**config.mk**
```make
export PLATFORM = sky130hd
export DESIGN_NAME = rtc_read_sequencer
export DESIGN_NICKNAME = d
export VERILOG_FILES = /design/src/rtl/rtc_read_sequencer.sv
export SDC_FILE = /design/constraint.sdc
export NUM_CORES = 1
export LEC_CHECK = 0
export ABC_AREA = 1
export CAP_MARGIN = 20
export CORE_AREA = 4 4 66 68
export CTS_BUF_LIST = sky130_fd_sc_hd__clkbuf_16
export CTS_CLUSTER_SIZE = 14
export DETAILED_ROUTE_END_ITERATION = 6
export DIE_AREA = 0 0 70 72
export PLACE_DENSITY = 0.73
export SYNTH_ARGS = -nofsm -noshare
export SYNTH_HDL_FRONTEND = slang
export SYNTH_SLANG_ARGS = --single-unit
export TNS_END_PERCENT = 50
```
**constraint.sdc**
```tcl
create_clock -name clk -period 2.3 [get_ports clk]
set_clock_uncertainty 0.2 [all_clocks]
set_input_delay 0.46 -clock clk [delete_from_list [all_inputs] [get_ports clk]]
set_output_delay 0.46 -clock clk [all_outputs]
set_load 0.02 [all_outputs]
```
**src/rtl/rtc_read_sequencer.sv**
```systemverilog
// Reads one 11-register time/date frame from the RTC over its multiplexed A/D bus,
// presenting each byte with its index and a one-cycle valid strobe.
module rtc_read_sequencer #(
    parameter int unsigned T_PH   = 10,
    parameter int unsigned N_REGS = 11
) (
    input  logic       clk,
    input  logic       reset,
    input  logic       start,
    input  logic [7:0] adbus_in,
    output logic [7:0] adbus_out,
    output logic       adbus_oe,
    output logic       cs_n,
    output logic       rd_n,
    output logic       wr_n,
    output logic       ad_n,
    output logic [7:0] data_out,
    output logic [3:0] data_index,
    output logic       data_valid,
    output logic       busy,
    output logic       frame_done
);

    localparam int unsigned     PH_W     = (T_PH > 1) ? $clog2(T_PH) : 1;
    localparam logic [PH_W-1:0] PH_LAST  = PH_W'(T_PH - 1);
    localparam logic [3:0]      IDX_LAST = 4'(N_REGS - 1);

    typedef enum logic [2:0] {
        S_IDLE,
        S_ADDR,
        S_ADDR_HOLD,
        S_TURN,
        S_DATA,
        S_RELEASE
    } state_t;

    state_t          r_state;
    logic [PH_W-1:0] r_ph;
    logic [3:0]      r_idx;
    logic            w_ph_last;
    logic [3:0]      w_idx_next;

    assign w_ph_last  = (r_ph == PH_LAST);
    assign w_idx_next = r_idx + 4'd1;

    // RTC register address for each frame index
    function automatic logic [7:0] reg_addr(input logic [3:0] idx);
        case (idx)
            4'd0:    reg_addr = 8'h21;
            4'd1:    reg_addr = 8'h22;
            4'd2:    reg_addr = 8'h23;
            4'd3:    reg_addr = 8'h24;
            4'd4:    reg_addr = 8'h25;
            4'd5:    reg_addr = 8'h26;
            4'd6:    reg_addr = 8'h27;
            4'd7:    reg_addr = 8'h28;
            4'd8:    reg_addr = 8'h41;
            4'd9:    reg_addr = 8'h42;
            4'd10:   reg_addr = 8'h43;
            default: reg_addr = 8'h00;
        endcase
    endfunction

    // Outputs are set on the edge that enters each state, so they line up with the state itself
    always_ff @(posedge clk or posedge reset) begin
        if (reset) begin
            r_state    <= S_IDLE;
            r_ph       <= '0;
            r_idx      <= 4'd0;
            adbus_out  <= 8'h00;
            adbus_oe   <= 1'b0;
            cs_n       <= 1'b1;
            rd_n       <= 1'b1;
            wr_n       <= 1'b1;
            ad_n       <= 1'b1;
            data_out   <= 8'h00;
            data_index <= 4'd0;
            data_valid <= 1'b0;
            busy       <= 1'b0;
            frame_done <= 1'b0;
        end else begin
            data_valid <= 1'b0;
            frame_done <= 1'b0;
            if (r_state != S_IDLE) begin
                r_ph <= w_ph_last ? '0 : r_ph + 1'b1;
            end
            case (r_state)
                S_IDLE: begin
                    if (start) begin
                        r_state   <= S_ADDR;
                        r_idx     <= 4'd0;
                        busy      <= 1'b1;
                        cs_n      <= 1'b0;
                        ad_n      <= 1'b0;
                        wr_n      <= 1'b0;
                        adbus_oe  <= 1'b1;
                        adbus_out <= reg_addr(4'd0);
                    end
                end
                S_ADDR: begin
                    if (w_ph_last) begin
                        r_state <= S_ADDR_HOLD;
                        wr_n    <= 1'b1;
                    end
                end
                S_ADDR_HOLD: begin
                    if (w_ph_last) begin
                        r_state  <= S_TURN;
                        cs_n     <= 1'b1;
                        ad_n     <= 1'b1;
                        adbus_oe <= 1'b0;
                    end
                end
                S_TURN: begin
                    if (w_ph_last) begin
                        r_state <= S_DATA;
                        cs_n    <= 1'b0;
                        rd_n    <= 1'b0;
                    end
                end
                S_DATA: begin
                    if (w_ph_last) begin
                        r_state    <= S_RELEASE;
                        cs_n       <= 1'b1;
                        rd_n       <= 1'b1;
                        data_out   <= adbus_in;
                        data_index <= r_idx;
                        data_valid <= 1'b1;
                    end
                end
                S_RELEASE: begin
                    if (w_ph_last) begin
                        if (r_idx < IDX_LAST) begin
                            r_state   <= S_ADDR;
                            r_idx     <= w_idx_next;
                            cs_n      <= 1'b0;
                            ad_n      <= 1'b0;
                            wr_n      <= 1'b0;
                            adbus_oe  <= 1'b1;
                            adbus_out <= reg_addr(w_idx_next);
                        end else begin
                            r_state    <= S_IDLE;
                            busy       <= 1'b0;
                            frame_done <= 1'b1;
                        end
                    end
                end
                default: r_state <= S_IDLE;
            endcase
        end
    end

endmodule

```
==> run metrics <==
number of cells on the critical path 1; setup TNS 0 ns; Final Cell Area approximately 0.0024 mm²; core area around 0.0039 mm²; CP bufs+invs 1; vias per cell roughly 4.9; area delta synth->final 32.43%; Hold Path Sink cs_n; critical path data arrival time 1.42 ns; clock sinks 37; post-synthesis instance total 229; R2R setup slack ~0.48 ns; dpl hpwl 2916 µm; Antenna Cells 0; Post-layout nets 286; Post-synth EDFFs 0; most common cell after layout, fill and taps aside nand2_1; Reg area 930.9 µm²; first-pass GRT wire length 6906 µm; Post-Syn Area 0.001805 mm²; unrepaired setup endpoints after global routing no; grt ovf 0; fillers between 300 and 400; gpl congestion between 0.8 and 0.9; final worst path period need slightly above 2 ns; clock-pin transition on the worst setup and hold timing paths 0.06 ns; row count 23; Die Width 70 µm; multi-input logic area between 700 and 800 µm²; met3 wire length about 160 µm; CTS tree done; critical path, cell by cell clkdlybuf4s50_1; CP Class reg2out; CP max FO 2; post-cts sizing count 0; Post-CTS Setup Bufs 0; largest cells by area after synthesis dfrtp_1, nand2_1, dfstp_2, nand3_1, o21ai_0; DRC Markers 0; Die Y slightly above 70 µm; Total Wirelength around 4000 µm; Hold Path Class reg2reg; CP delay by family, top buffers and inverters; Die Footprint around 0.0050 mm²; GRT Util Overall 0.1729; leakage power 0.001179 µW; M1 wire length between 1500 and 2000 µm; power density over the cells approximately 1200 mW/mm²; Min-Delay Path Depth 2; initial antenna violation count 0; commonest non-fill, non-tap cells in the layout nand2_1, clkdlybuf4s50_1, dfrtp_1; vias in the first global route between 1500 and 2000; slowest stage cell, crit path clkdlybuf4s50_1; hold buffers post-CTS 0; largest net degree at the start of global routing 38; Seq cells post-synth 37; I/O pin count 39; top_reg_cell synth dfrtp_1; CTS max path bufs 2; via count about 1600; DP Area between 0.002 and 0.0025 mm²; Root Buffer clkbuf_16; async set-or-reset flop fraction in the synthesized netlist 1.000; reg2reg end adbus_out[1]; CP endpoint kind output pin; reg2reg start r_state[0]; TritonCTS Buffers 5; share of cells above drive strength 1 0.09524; Max Cap Viol 0; ANT nets after route 0; Worst IR Drop VDD about 0.55 mV; Mean Syn Cell Area 7.884 µm²; input/output buffers 36; HP Start cs_n; Netlist cell types 24; Worst setup SP type flip-flop; Final Hold Vio Count 0; sequential share of the synthesized area 0.5156; outcome completed; Yosys top cell by area dfrtp_1; setup violators final 0; final worst path period share 0.9032; R2R depth 7; max incr delay on CP 0.61 ns; WL per Instance 12.73 µm; critical path data required time approximately 1.6 ns; Synth warnings 0; post-synth top area share 0.4574; Top Layer Used met4; Pins Over Slew Limit 0; drt first pass iters 4; H-tree lvl count 2; met2 routed WL around 2000 µm; Max Clk Rate about 480 MHz; drt first-iter violations between 100 and 150; Skew-Pair Late Insertion Delay between 0.2 and 0.3 ns; Initial Util 0.4682
==> layout make-up <==
cell class / instances / share of cell area
inverters: 19 / 0.02983
multi-input cells: 170 / 0.3250
clock buffers: 5 / 0.05233
flip-flops and latches: 37 / 0.3893
well taps: 50 / 0.02616
repair buffers: 39 / 0.1601
clock inverters: 3 / 0.01727
==> kinds of logic after synthesis <==
group           after synthesis  synth area share
compound gates               24           0.07000
xor+xnor                      2          0.009704
fa+ha+maj                     3           0.02079
buf+inv                      23           0.05612
flops                        37            0.5156
other cells                   1          0.002077
simple gates                139            0.3257
==> how the worst max path moves through the flow <==
stage	startpoint	to	slack, ns
finish	ad_n	ad_n	0.22
global route	ad_n	ad_n	0.20
CTS	ad_n	ad_n	0.22
detailed placement	start	adbus_out[1]	0.27
global placement	start	adbus_out[6]	0.31
floorplan	r_state[0]	adbus_out[0]	0.72
==> Yosys cell counts (3+ instances only) <==
cell     count
a21oi_1      4
dfrtp_1     33
dfstp_2      4
ha_1         3
inv_1       14
inv_2        4
nand2_1     89
nand2_2      5
nand3_1     19
nand4_1      3
nor2_1      19
o21ai_0     16
==> stage by stage <==
stage,power [µW],hold slack [ns],instances,util,worst slack (ns)
final,2895,0.2593,323,0.6201,0.2227
after CTS,2909,0.2618,323,0.6201,0.2167
after floorplan,1771,0.2941,230,-,0.7183
after global placement,2100,0.2491,315,0.5769,0.3066
after detailed placement,2127,0.2529,315,0.5769,0.2719
after global routing,3096,0.2817,323,0.6201,0.2007
==> flip-flops by register name (all words and copies together), names as in the netlist, 3 cells and up <==
name	count
r_ph	4
r_idx	4
adbus_out	6
data_index	4
data_out	8
r_state	3
==> where the power goes <==
part | internal, µW | leakage [µW] | switching (µW)
registers | 836 | 0.000443 | 136
logic | 433 | 0.000658 | 717
clock network | 507 | 0.0000775 | 267
total | 1780 | 0.00118 | 1120
==> routing by layer <==
metal | vias to the layer above | global-route usage
met5 | - | 0
met4 | 0 | 0.07447
met3 | 8 | 0.04432
met2 | 40 | 0.2875
met1 | 736 | 0.2145
li1 | 809 | -
(Power assumes the default switching activity.)
